$ cat src/rtl/alu_cmd_sequencer.sv
// Command front end for the combinational ALU: FIFO-buffered commands, one-cycle issue, registered result.
// Define ALU_SEQ_FLAGS_EN to add the registered res_zero / res_parity result flags.
module alu_cmd_sequencer #(
   parameter int WIDTH      = 8,
   parameter int OPW        = 4,
   parameter int FIFO_DEPTH = 4,
   parameter int MAX_OP     = 9
) (
   input  logic             clk,
   input  logic             rst_n,
   input  logic             cmd_valid,
   output logic             cmd_ready,
   input  logic [OPW-1:0]   cmd_op,
   input  logic [WIDTH-1:0] cmd_a,
   input  logic [WIDTH-1:0] cmd_b,
   input  logic             cmd_acc,
   output logic [WIDTH-1:0] alu_a,
   output logic [WIDTH-1:0] alu_b,
   output logic [OPW-1:0]   alu_instr,
   input  logic [WIDTH-1:0] alu_f,
   output logic             res_valid,
   input  logic             res_ready,
   output logic [WIDTH-1:0] res_data,
   output logic             res_err,
   output logic [WIDTH-1:0] acc,
`ifdef ALU_SEQ_FLAGS_EN
   output logic             res_zero,
   output logic             res_parity,
`endif
   output logic             busy
);

   localparam int PW = $clog2(FIFO_DEPTH);
   localparam int CW = PW + 1;

   typedef enum logic [1:0] {IDLE, ISSUE, RESP} state_t;

   state_t           state, state_nxt;
   logic [OPW-1:0]   fifo_op  [FIFO_DEPTH];
   logic [WIDTH-1:0] fifo_a   [FIFO_DEPTH];
   logic [WIDTH-1:0] fifo_b   [FIFO_DEPTH];
   logic             fifo_sel [FIFO_DEPTH];
   logic [PW-1:0]    wr_ptr, rd_ptr;
   logic [CW-1:0]    count;
   logic             push, pop, capture, op_legal, fifo_nonempty;

   assign cmd_ready     = (count < CW'(FIFO_DEPTH));
   assign push          = cmd_valid && cmd_ready;
   assign fifo_nonempty = (count != '0);
   assign busy          = fifo_nonempty || (state != IDLE);
   assign op_legal      = (alu_instr <= OPW'(MAX_OP));

   always_ff @(posedge clk or negedge rst_n) begin
      if (!rst_n) state <= IDLE;
      else        state <= state_nxt;
   end

   always_comb begin
      state_nxt = state;
      unique case (state)
         IDLE:    if (fifo_nonempty) state_nxt = ISSUE;
         ISSUE:   state_nxt = RESP;
         RESP:    if (res_valid && res_ready) state_nxt = fifo_nonempty ? ISSUE : IDLE;
         default: state_nxt = IDLE;
      endcase
   end

   always_comb begin
      pop     = 1'b0;
      capture = 1'b0;
      unique case (state)
         IDLE:    pop = fifo_nonempty;
         ISSUE:   capture = 1'b1;
         RESP:    pop = res_valid && res_ready && fifo_nonempty;
         default: ;
      endcase
   end

   // Storage needs no reset: an entry is only read after it has been written.
   always_ff @(posedge clk) begin
      if (push) begin
         fifo_op[wr_ptr]  <= cmd_op;
         fifo_a[wr_ptr]   <= cmd_a;
         fifo_b[wr_ptr]   <= cmd_b;
         fifo_sel[wr_ptr] <= cmd_acc;
      end
   end

   always_ff @(posedge clk or negedge rst_n) begin
      if (!rst_n) begin
         wr_ptr <= '0;
         rd_ptr <= '0;
         count  <= '0;
      end else begin
         if (push) wr_ptr <= wr_ptr + PW'(1);
         if (pop)  rd_ptr <= rd_ptr + PW'(1);
         unique case ({push, pop})
            2'b10:   count <= count + CW'(1);
            2'b01:   count <= count - CW'(1);
            default: ;
         endcase
      end
   end

   // acc is sampled at pop time, so a chained command sees the previous result.
   always_ff @(posedge clk or negedge rst_n) begin
      if (!rst_n) begin
         alu_a     <= '0;
         alu_b     <= '0;
         alu_instr <= '0;
         res_valid <= 1'b0;
         res_data  <= '0;
         res_err   <= 1'b0;
         acc       <= '0;
      end else begin
         if (pop) begin
            alu_instr <= fifo_op[rd_ptr];
            alu_b     <= fifo_b[rd_ptr];
            alu_a     <= fifo_sel[rd_ptr] ? acc : fifo_a[rd_ptr];
         end
         if (capture) begin
            res_valid <= 1'b1;
            if (op_legal) begin
               res_data <= alu_f;
               res_err  <= 1'b0;
               acc      <= alu_f;
            end else begin
               res_data <= '0;
               res_err  <= 1'b1;
            end
         end else if (state == RESP && res_valid && res_ready) begin
            res_valid <= 1'b0;
         end
      end
   end

`ifdef ALU_SEQ_FLAGS_EN
   always_ff @(posedge clk or negedge rst_n) begin
      if (!rst_n) begin
         res_zero   <= 1'b0;
         res_parity <= 1'b0;
      end else if (capture) begin
         res_zero   <= op_legal ? (alu_f == '0) : 1'b1;
         res_parity <= op_legal ? (^alu_f) : 1'b0;
      end
   end
`endif

endmodule

$ cat config.mk
export PLATFORM = sky130hd
export DESIGN_NAME = alu_cmd_sequencer
export DESIGN_NICKNAME = d
export VERILOG_FILES = /design/src/rtl/alu_cmd_sequencer.sv
export SDC_FILE = /design/constraint.sdc
export NUM_CORES = 1
export LEC_CHECK = 0
export CAP_MARGIN = 20
export CORE_ASPECT_RATIO = 1.5
export CORE_MARGIN = 2
export CORE_UTILIZATION = 45
export DETAILED_ROUTE_END_ITERATION = 10
export GPL_TIMING_DRIVEN = 1
export PLACE_DENSITY = 0.65
export RECOVER_POWER = 25
export SETUP_SLACK_MARGIN = 0.4
export SLEW_MARGIN = 20
export SYNTH_ARGS = -nofsm -noshare
export SYNTH_HDL_FRONTEND = slang
export SYNTH_SLANG_ARGS = --single-unit
$ cat constraint.sdc
create_clock -name clk -period 5.8 [get_ports clk]
set_input_delay 0.87 -clock clk [delete_from_list [all_inputs] [get_ports clk]]
set_output_delay 0.87 -clock clk [all_outputs]
set_load 0.02 [all_outputs]
**Word-level counts from Yosys, hierarchy flattened**

Memory sizes are Yosys's and may differ from the RTL's. A register that Yosys moved wholly into a read port is not among the register bits.
Cells that the tools add are included.
W data, S select, Z words.

- RAM bits: 84
- Memories kept: 4
- Output and inout bits: 40
- Flip-flop bits (word level): 35
- Logic and storage cells: 54
- Input port bits: 33

- Equal/unequal tests: 6
- Add/subtract/negate cells: 4
- Reduce and logical (&&, ||, !) cells: 15
- Order comparisons: 2
- Mux-type cells: 14

Memories:

| name | words | width | read ports | clocked after Yosys merged registers in | wr ports | line | RTL |
|---|---|---|---|---|---|---|---|
| fifo_a | 4 | 8 | 1 | 0 | 1 | 40 | `logic [WIDTH-1:0] fifo_a [FIFO_DEPTH];` |
| fifo_b | 4 | 8 | 1 | 1 | 1 | 41 | `logic [WIDTH-1:0] fifo_b [FIFO_DEPTH];` |
| fifo_op | 4 | 4 | 1 | 1 | 1 | 39 | `logic [OPW-1:0] fifo_op [FIFO_DEPTH];` |
| fifo_sel | 4 | 1 | 1 | 0 | 1 | 42 | `logic fifo_sel [FIFO_DEPTH];` |

Operator list:

| operator | number |
|---|---|
| $mux W8 | 2 |
| $mux W1 | 7 |
| $pmux W2 S3 | 1 |
| $pmux W3 S2 | 1 |
| $reduce_bool A2 Y1 | 3 |
| $logic_and A1 B1 Y1 | 5 |
| $add A2 B1 Y2 const B | 2 |
| $eq A2 B1 Y1 const B | 2 |
| $eq A2 B2 Y1 const B | 2 |
| $le A4 B4 Y1 const B | 1 |
| $mux W2 | 2 |
| $ne A2 B2 Y1 const B | 2 |
| $reduce_and A2 Y1 | 2 |
| $add A3 B1 Y3 const B | 1 |
| $lt A3 B3 Y1 const B | 1 |
| $reduce_bool A3 Y1 | 1 |
| $sub A3 B1 Y3 const B | 1 |
| $logic_not A1 Y1 | 2 |
| $logic_not A2 Y1 | 1 |
| $pmux W1 S2 | 1 |
| $logic_or A1 B1 Y1 | 1 |

**Longest topological paths before layout**

Gate-level depths: netlist of run 1.

- Depth in word-level cells: 5
- Gate-level depth with buffers: 9
- Gate-level depth less buffers: 8

**Worst setup path before layout of run 1**

Ideal clock, no wire load.

- Path kind: input to register
- Start point: input port res_ready
- End point: register count[2]
- Arrival time: 2604 ps
- Stages: 9
- Slack: 3116 ps
- Data required time: 5720 ps
- Setup time: 80 ps
- Path buffers: 1
- Cell sequence: a21boi_0 > nor3_1 > buf_2 > ha_1 > inv_1 > fa_1 > xor2_1 > nor2_1 > xnor2_1

- Longest elaborated chain between the ends: 5
- Elaborated cells on any way between the ends: 7
- Classes of those cells: 2 x eq/ne; 2 x mux; 3 x reduce/logical

Ends and longest elaborated chain:

| what | line | RTL |
|---|---|---|
| start: declaration | 22 | `input logic res_ready,` |
| $logic_and A1 B1 Y1 (*) (2 in a row) | 74 | `RESP: pop = res_valid && res_ready && fifo_nonempty;` |
| $pmux W1 S2 (*) | 71 | `unique case (state)` |
| named net pop | 45 | `logic push, pop, capture, op_legal, fifo_nonempty;` |
| $eq A2 B1 Y1 / $eq A2 B2 Y1 (equally long branches) | 97 | `unique case ({push, pop})` |
| $pmux W3 S2 / $reduce_bool A2 Y1 (equally long branches) | -- |  |
| end signal: assignment | 98 | `2'b10: count <= count + CW'(1);` |
| end signal: assignment | 99 | `2'b01: count <= count - CW'(1);` |
| end: declaration | 44 | `logic [CW-1:0] count;` |

Mark *: on every way through the listed nets, which the timed path passes. The rest lies on a longest branch.
A chain may end at the register's enable or synchronous reset.

**Worst setup path after layout of run 1**

- Start point: input port res_ready
- End point: register count[2]

- Longest elaborated chain between the ends: 5
- Elaborated cells on any way between the ends: 7
- Classes of those cells: 2 x eq/ne; 2 x mux; 3 x reduce/logical

Ends and longest elaborated chain:

| what | line |
|---|---|
| $logic_and A1 B1 Y1 (*) (2 in a row) | 74 |
| $pmux W1 S2 (*) | 71 |
| $eq A2 B1 Y1 / $eq A2 B2 Y1 (equally long branches) | 97 |
| $pmux W3 S2 / $reduce_bool A2 Y1 (equally long branches) | -- |

Every way passes the cells marked *; elsewhere a longest branch is shown, timed or not.

==> impl_metrics.tcl, run 1 <==
set metrics [dict create \
    clock_skew_ns 0.005747 \
    yosysWarnings 0 \
    status "finished with violations" \
    rsz0062_at_grt "no" \
    hold_viol_final 0 \
    port_buffers 72 \
    grt_max_degree 48 \
    finish.utilization 0.5950 \
    synthCells 253 \
    ctsRootBufferMaster "clkbuf_16" \
    tritoncts "done" \
    ys_seq_elements 131 \
    fp.dieH_um 134.7 \
    p_sw_frac 0.2922 \
    first_iter_violations 115 \
    layout-drive-gt1-share 0.2350 \
    wl_met3_um 326 \
    slew_viol_final 48 \
    violations "max-capacitance violations, max-slew violations" \
    internal-power_mw 2.717 \
    combPwrFrac 0.358 \
    antenna_cells 0 \
    wl_met2_um 4663 \
    p_leak_nw 2.475 \
    core_um2 11060 \
    endpoint_kind "flop" \
    ant_nets 0 \
    crit_required_ns 6.12 \
    power_density_nw_per_um2 583.5 \
    numCtsBuffers 17 \
    avgViaCountPerCell 5.073 \
    grt_pass1_vias 2654 \
    cts_sinks 131 \
    syn_to_final_growth_pct 28.41 \
    dpl.hpwl_um 5438 \
    antenna_found_initial 0 \
    remaining_drc_errors 0 \
    post_cts_buffers 0 \
    grt_use_total 0.1552 \
    clk_latency_ns 0.40 \
    die_area_um2 12270 \
    hold_path_class "reg -> reg" \
    grt_first_pass_wirelength_um 13900 \
    ys_types 27 \
    wl_met1_um 3514 \
    fmax_mhz 357.0 \
    syn_area_um2 5122 \
    ff_latch_area_um2 3699 \
    wire_per_inst_um 17.57 \
    finalSetupViolCount 0 \
    clkPwrFrac 0.274 \
    vias 2516 \
    dr.pass1.iters 4 \
    crit_arrival_ns 3.12 \
    multi_input_area_um2 1330 \
    start_util 0.4633 \
    cts_resized 0 \
    path_class "in -> reg" \
    die_w_um 91.12 \
    syn-num-nets 292 \
    io_pins 73 \
    drt-total-wl_um 8716 \
    synthFlopType "edfxtp_1" \
    seq_area_frac_synth 0.7220 \
    relSlewSlack -0.7059 \
    rows 47 \
    synthArstFlopShare 0.3588 \
    holdBufCountCts 0 \
    drv_cap 1 \
    switchingPower_mw 1.121 \
    cp-start-kind "input pin" \
    clk_path_buf_depth 2 \
    h-tree-depth 4 \
    overflow 0 \
    fillers 874 \
    min_period_ns 2.801 \
    p_seq_frac 0.369 \
    gp_congestion 0.7143 \
    clk_pin_slew_worst_paths_ns 0.05 \
    final_nets 375 \
    worstMarginPinSlew_ns 2.559 \
    cp_max_fo 22 \
    avgSynthCellArea_um2 20.25 \
    dr.max_layer_used "met4" \
    synth_edf_count 84 \
    finalSetupTns_ns 0 \
    ir_worst_vdd_mv 0.2436 \
    period_share 0.4829 \
]
routing by layer:
metal / track usage / vias to the layer above
li1: - / 1161
met1: 0.1775 / 1283
met2: 0.2650 / 57
met3: 0.04074 / 15
met4: 0.08586 / 0
met5: 0 / -
Yosys cell counts, types with 4 or more instances:
| cell type | instances | share of area |
|---|---|---|
| edfxtp_1 | 84 | 0.49 |
| dfrtp_1 | 47 | 0.23 |
| mux2_2 | 20 | 0.044 |
| mux2_4 | 16 | 0.047 |
| mux4_2 | 11 | 0.048 |
| mux4_1 | 10 | 0.051 |
| inv_1 | 9 | 0.0066 |
| a22o_1 | 8 | 0.014 |
| buf_2 | 5 | 0.0049 |
| ha_1 | 5 | 0.012 |
| and2_1 | 4 | 0.0049 |
| nand2_1 | 4 | 0.0029 |
final cells by class:
type                       count  share of cell area
clock buffer                  21             0.07000
clock inverter                11             0.02035
inverter                       9            0.005136
multi-input combinational    102              0.2022
sequential                   131              0.5623
tap                          147             0.02796
timing repair buffer          75              0.1120
cells by family after synthesis:
kind of cell    count (synthesis)  synth area share
compound gates                 14           0.02052
buf+inv                        20           0.02027
xor+xnor                        6           0.01026
simple gates                   18           0.01832
flops                         131            0.7220
mux                            58            0.1925
fa+ha+maj                       6           0.01612
power by group through the flow:
stage	Combinational, mW	Clock, mW	Sequential [mW]
2_1_floorplan	0.814	0	1.54
3_3_place_gp	1.37	0	1.43
3_5_place_dp	1.40	0	1.44
4_1_cts	1.40	1.08	1.42
5_1_grt	1.48	1.12	1.45
6_report	1.37	1.05	1.41
stage by stage:
step,total power [mW],instance area [µm²],setup slack [ns],hold slack [ns],instances
3_5_place_dp,2.836,5979,2.585,0.4945,464
2_1_floorplan,2.354,5122,3.116,0.4688,253
4_1_cts,3.900,6574,2.996,0.5071,496
3_3_place_gp,2.797,5979,2.655,0.4857,464
5_1_grt,4.047,6578,2.384,0.5146,496
6_report,3.838,6578,2.999,0.5029,496
worst paths after layout:
| path | from | cells after the start | endpoint | slack, ns |
|---|---|---|---|---|
| min in group asynchronous | rst_n | 1 | alu_b[3] | 1.25 |
| max | res_ready | 10 | count[2] | 3.00 |
| max reg2reg | rd_ptr[1] | 3 | alu_a[3] | 3.46 |
| min | res_data[6] | 1 | res_data[6] | 0.50 |
| max in group asynchronous | rst_n | 1 | alu_instr[2] | 3.07 |
| min reg2reg | res_data[6] | 1 | res_data[6] | 0.50 |
layout by cell type (no fill, tap or decap), drive strengths merged, types with 2 or more instances in the layout:
cell type      instances
a21oi                  3
a22o                   8
and2                   4
buf                    3
bufinv                 3
clkbuf                22
clkdlybuf4s50         63
clkinv                 5
clkinvlp               3
dfrtp                 47
dlygate4sd3            8
edfxtp                84
ha                     5
inv                    9
mux2                  36
mux4                  21
nand2                  4
nand2b                 2
nor2                   3
nor3                   3
xnor2                  3
xor2                   3
flip-flops by register name (all words and copies together) (netlist names):
signal,count
acc,8
alu_a,8
alu_b,8
alu_instr,4
count,3
fifo_a,32
fifo_b,32
fifo_op,16
fifo_sel,4
rd_ptr,2
res_data,8
res_err,1
res_valid,1
state,2
wr_ptr,2
worst max-delay path, cell delays in order:
cell             delay, ns
clkdlybuf4s50_1       0.47
a21boi_0              0.17
nor3_2                0.14
buf_4                 0.38
ha_1                  0.27
inv_1                 0.06
fa_1                  0.37
xor2_1                0.15
nor2_1                0.11
xnor2_1               0.12
No activity file was read; power rests on OpenSTA's default activity.
==> run 2, diff against run 1 <==
--- a/config.mk
+++ b/config.mk
@@ -11,7 +11,7 @@
 export CORE_UTILIZATION = 45
 export DETAILED_ROUTE_END_ITERATION = 10
 export GPL_TIMING_DRIVEN = 1
-export PLACE_DENSITY = 0.65
+export PLACE_DENSITY = 0.68
 export RECOVER_POWER = 25
 export SETUP_SLACK_MARGIN = 0.4
 export SLEW_MARGIN = 20
==> constraint.sdc (replaced) <==
create_clock -name clk -period 2.5 [get_ports clk]
set_input_delay 0.375 -clock clk [delete_from_list [all_inputs] [get_ports clk]]
set_output_delay 0.375 -clock clk [all_outputs]
set_load 0.02 [all_outputs]
==> run 2 against run 1 <==
  * The flow now finishes without violations
  * Final cell count grew 2.0%
  * Die area is the same
  * Flip-flop and latch count unchanged
  * Setup slack worse by 2.5 ns
  * Sequential power increased by 130%
  * Largest power group is now combinational cells
==> impl_metrics.tcl, run 2 (synthesized netlist as in run 1, its figures left out) <==
set metrics [dict create \
    drt-total-wl_um 9174 \
    core_um2 11060 \
    syn_to_final_growth_pct 31.56 \
    dr.max_layer_used "met4" \
    port_buffers 72 \
    clk_path_buf_depth 2 \
    wl_met2_um 5176 \
    grt_use_total 0.1642 \
    period_share 0.7832 \
    wire_per_inst_um 18.13 \
    finish.utilization 0.6096 \
    ir_worst_vdd_mv 0.5648 \
    avgViaCountPerCell 5.101 \
    fmax_mhz 510.7 \
    tritoncts "done" \
    power_density_nw_per_um2 1377 \
    rows 47 \
    min_period_ns 1.958 \
    start_util 0.4633 \
    worstMarginPinSlew_ns 0.7629 \
    ff_latch_area_um2 3700 \
    cp-start-kind "flop" \
    finalSetupTns_ns 0 \
    fillers 871 \
    finalSetupViolCount 0 \
    overflow 0 \
    antenna_cells 0 \
    gp_congestion 0.6956 \
    final_nets 385 \
    numCtsBuffers 17 \
    endpoint_kind "primary output" \
    reg_top3 "fifo_a (32), fifo_b (32), fifo_op (16)" \
    ant_nets 0 \
    remaining_drc_errors 0 \
    vias 2581 \
    first_iter_violations 117 \
    crit_required_ns 2.12 \
    rsz0062_at_grt "no" \
    hold_viol_final 0 \
    clock_skew_ns 0.006376 \
    ctsRootBufferMaster "clkbuf_16" \
    dpl.hpwl_um 5928 \
    status "finished clean" \
    dr.pass1.iters 4 \
    clk_pin_slew_worst_paths_ns 0.05 \
    cp_max_fo 4 \
    grt_first_pass_wirelength_um 14820 \
    cts_sinks 131 \
    p_leak_nw 2.559 \
    die_w_um 91.12 \
    grt_max_degree 22 \
    wl_met1_um 3545 \
    io_pins 73 \
    wl_met3_um 361 \
    layout_common_cells "84 x edfxtp_1, 54 x clkdlybuf4s50_1, 46 x dfrtp_1" \
    layout_commonest_cell "edfxtp_1" \
    h-tree-depth 4 \
    clk_latency_ns 0.40 \
    relSlewSlack 0.4914 \
    antenna_found_initial 0 \
    hold_path_class "reg -> reg" \
    fp.dieH_um 134.7 \
    layout-drive-gt1-share 0.2563 \
    multi_input_area_um2 1355 \
    slew_viol_final 0 \
    die_area_um2 12270 \
    post_cts_buffers 0 \
    path_class "reg -> out" \
    crit_arrival_ns 1.58 \
    grt_pass1_vias 2812 \
    drv_cap 0 \
]
run 2: layout make-up:
cell class                      count  area share
Clock inverter                     10     0.02655
Timing Repair Buffer               85      0.1207
Inverter                            9    0.005013
Tap cell                          147     0.02729
Multi-Input combinational cell    102      0.2011
Sequential cell                   131      0.5490
Clock buffer                       22     0.07037
run 2: final timing paths:
path / start / end / slack (ns) / depth (start not counted)
hold / removal: res_data[1] / res_data[1] / 0.50 / 1
setup reg to reg: rd_ptr[0] / alu_a[1] / 0.58 / 4
max in group asynchronous: rst_n / rd_ptr[1] / 1.16 / 3
min in group asynchronous: rst_n / alu_b[3] / 0.57 / 2
hold reg to reg: res_data[1] / res_data[1] / 0.50 / 1
setup / recovery: count[0] / busy / 0.54 / 3
run 2: per-stage QoR:
step	instances	area, µm²	total power, mW	hold WS (ns)	setup WS (ns)
after floorplan	253	5144	5.504	0.07941	0.4430
after global placement	473	6067	6.581	0.2879	0.2256
after detailed placement	473	6067	6.691	0.2883	0.1973
after CTS	506	6740	9.409	0.3854	0.5294
after global routing	506	6739	9.750	0.5213	0.4277
final	506	6739	9.276	0.5018	0.5419
run 2: critical path, cell delays in order (launching register included):
cell           delay, ns
dfrtp_1             0.44
nor3_4              0.31
nand2_1             0.10
dlygate4sd2_1       0.33
run 2: what timing repair did:
action | CTS | global route
resized for setup | 3 | 0
endpoints found under the setup margin | 1 | 0
hold buffers | 1 | 0
hold endpoints to repair | 12 | 0
run 2: routing by layer:
metal,vias to the layer above,global-route usage
met1,1335,0.1776
met5,-,0
met3,8,0.05246
met4,0,0.06397
li1,1170,-
met2,68,0.2975
run 2: power by group:
part	switching, mW	internal (mW)	total, mW
Combinational	1.50	1.84	3.33
Sequential	0.334	2.93	3.26
Clock	0.839	1.84	2.68
==> run 3, diff against run 2 <==
--- a/config.mk
+++ b/config.mk
@@ -11,7 +11,7 @@
 export CORE_UTILIZATION = 45
 export DETAILED_ROUTE_END_ITERATION = 10
 export GPL_TIMING_DRIVEN = 1
-export PLACE_DENSITY = 0.68
+export PLACE_DENSITY = 0.65
 export RECOVER_POWER = 25
 export SETUP_SLACK_MARGIN = 0.4
 export SLEW_MARGIN = 20
==> constraint.sdc (replaced) <==
create_clock -name clk -period 1.85 [get_ports clk]
set_input_delay 0.2775 -clock clk [delete_from_list [all_inputs] [get_ports clk]]
set_output_delay 0.2775 -clock clk [all_outputs]
set_load 0.02 [all_outputs]
==> run 3 against run 2 <==
  * Design area up 5.2%
  * Clock power up 25%
  * Die area unchanged
  * Flip-flop and latch count unchanged
  * Largest cell class unchanged
==> impl_metrics.tcl, run 3 (synthesized netlist as in run 1, its figures left out) <==
set metrics [dict create \
    path_class "reg -> reg" \
    crit_arrival_ns 2.12 \
    setup_slack_ns 0.01712 \
    endpoint_kind "flop" \
    finalSetupTns_ns 0 \
    hold_viol_final 0 \
    layout_common_cells "84 x edfxtp_1, 43 x dfrtp_1, 33 x dlygate4sd2_1" \
    antenna_found_initial 1 \
    finish.utilization 0.6415 \
    period_share 0.9907 \
    design_area_um2 7092 \
    worstMarginPinSlew_ns 0.3722 \
    cp_max_fo 8 \
    vias 2673 \
    reg_top3 "fifo_a (32), fifo_b (32), fifo_op (16)" \
    numCtsBuffers 17 \
    ff2ff_setup_slack_ns 0.02 \
    total_power_mw 12.82 \
    clk_path_buf_depth 2 \
    io_pins 73 \
    drv_cap 0 \
    cp-start-kind "flop" \
    syn_to_final_growth_pct 38.45 \
    dpl.hpwl_um 6272 \
    fp.dieH_um 134.7 \
    grt_max_degree 48 \
    cp_slowest_cell "mux4_2" \
    crit_required_ns 2.13 \
    slew_viol_final 0 \
    grt_first_pass_wirelength_um 15300 \
    hold_path_class "in -> async" \
    endpoint "alu_a[6]" \
    wire_per_inst_um 18.37 \
    clock_skew_ns 0.008035 \
    grt_use_total 0.1664 \
    timing.rr.end "alu_a[6]" \
    ant_nets 0 \
    rows 47 \
    r2r-start "rd_ptr[0]" \
    crit_path_frequent_cell "mux2_4" \
    finalSetupViolCount 0 \
    whs_ns 0.4028 \
    fin_cells 530 \
    ff2ff_path_depth 3 \
    layout_commonest_cell "edfxtp_1" \
    layout-drive-gt1-share 0.3508 \
    critPathMaxStageDelay_ns 0.69 \
    p_leak_nw 2.817 \
    relSlewSlack 0.7483 \
    avgViaCountPerCell 5.043 \
    cp_cell_sequence "mux4_2 > mux2_4 > mux2_4" \
    cts_sinks 131 \
    core_um2 11060 \
    ir_worst_vdd_mv 0.7458 \
    die_w_um 91.12 \
    dr.pass1.iters 4 \
    min_period_ns 1.833 \
    clk_latency_ns 0.40 \
    ctsRootBufferMaster "clkbuf_16" \
    tritoncts "done" \
    clk_pin_slew_worst_paths_ns 0.06 \
    drt-total-wl_um 9735 \
    dp_slack_ns -0.2680 \
    crit_path_start "rd_ptr[0]" \
    power_density_nw_per_um2 1808 \
    placed_cells 484 \
    remaining_drc_errors 0 \
    final_nets 408 \
    place_area_um2 6296 \
    fillers 836 \
    fmax_mhz 545.6 \
    status "finished clean" \
    rsz0062_at_grt "yes" \
    h-tree-depth 4 \
    start_util 0.4633 \
    overflow 0 \
    first_iter_violations 113 \
    die_area_um2 12270 \
    port_buffers 72 \
    grt_pass1_vias 2985 \
    gp_congestion 0.7071 \
]
## run 3: worst min-delay path by stage
| stage | slack, ns | from | to | depth (start not counted) |
|---|---|---|---|---|
| 5_1_grt | 0.42 | rst_n | acc[3] | 3 |
| 3_5_place_dp | 0.28 | rst_n | acc[3] | 2 |
| 3_3_place_gp | 0.28 | rst_n | acc[3] | 2 |
| 2_1_floorplan | -0.02 | rst_n | acc[0] | 0 |
| 4_1_cts | 0.40 | rst_n | acc[3] | 3 |
| 6_report | 0.40 | rst_n | acc[3] | 3 |
## run 3: layout make-up
cell class              instances  area, µm²  share of cell area
clock inverters                11      133.9             0.01888
diodes                          1      2.502           0.0003529
multi-input cells             102       1424              0.2008
repair buffers                108       1147              0.1618
clock buffers                  21      460.4             0.06493
well taps                     147      183.9             0.02594
flip-flops and latches        131       3704              0.5222
inverters                       9      36.28            0.005116
## run 3: what timing repair did
action	4_1_cts	5_1_grt
gates cloned	0	2
hold buffers	1	0
setup buffers	5	5
pin swaps	4	4
setup endpoints to repair	75	114
resized for setup	52	34
hold endpoints to repair	47	0
## run 3: worst max-delay path: cells and delay by family (launching register included)
| kind | cells | cell delay, ns |
|---|---|---|
| mux | 3 | 1.29 |
| flops | 1 | 0.42 |
## run 3: per-layer routing
metal  share of wire  wire length, µm  global-route usage  vias to the layer above
li1                -                -                   -                     1222
met1            0.38             3688              0.1767                     1377
met2            0.57             5546              0.3012                       63
met3           0.037              360             0.05413                       11
met4           0.014              140             0.07155                        0
met5               0                0                   0                        -
## run 3: power by group
part           total (mW)  internal, mW  switching, mW
combinational        5.08          2.85           2.24
clock                3.35          2.17           1.17
sequential           4.39          3.96          0.429
total                12.8          8.98           3.84
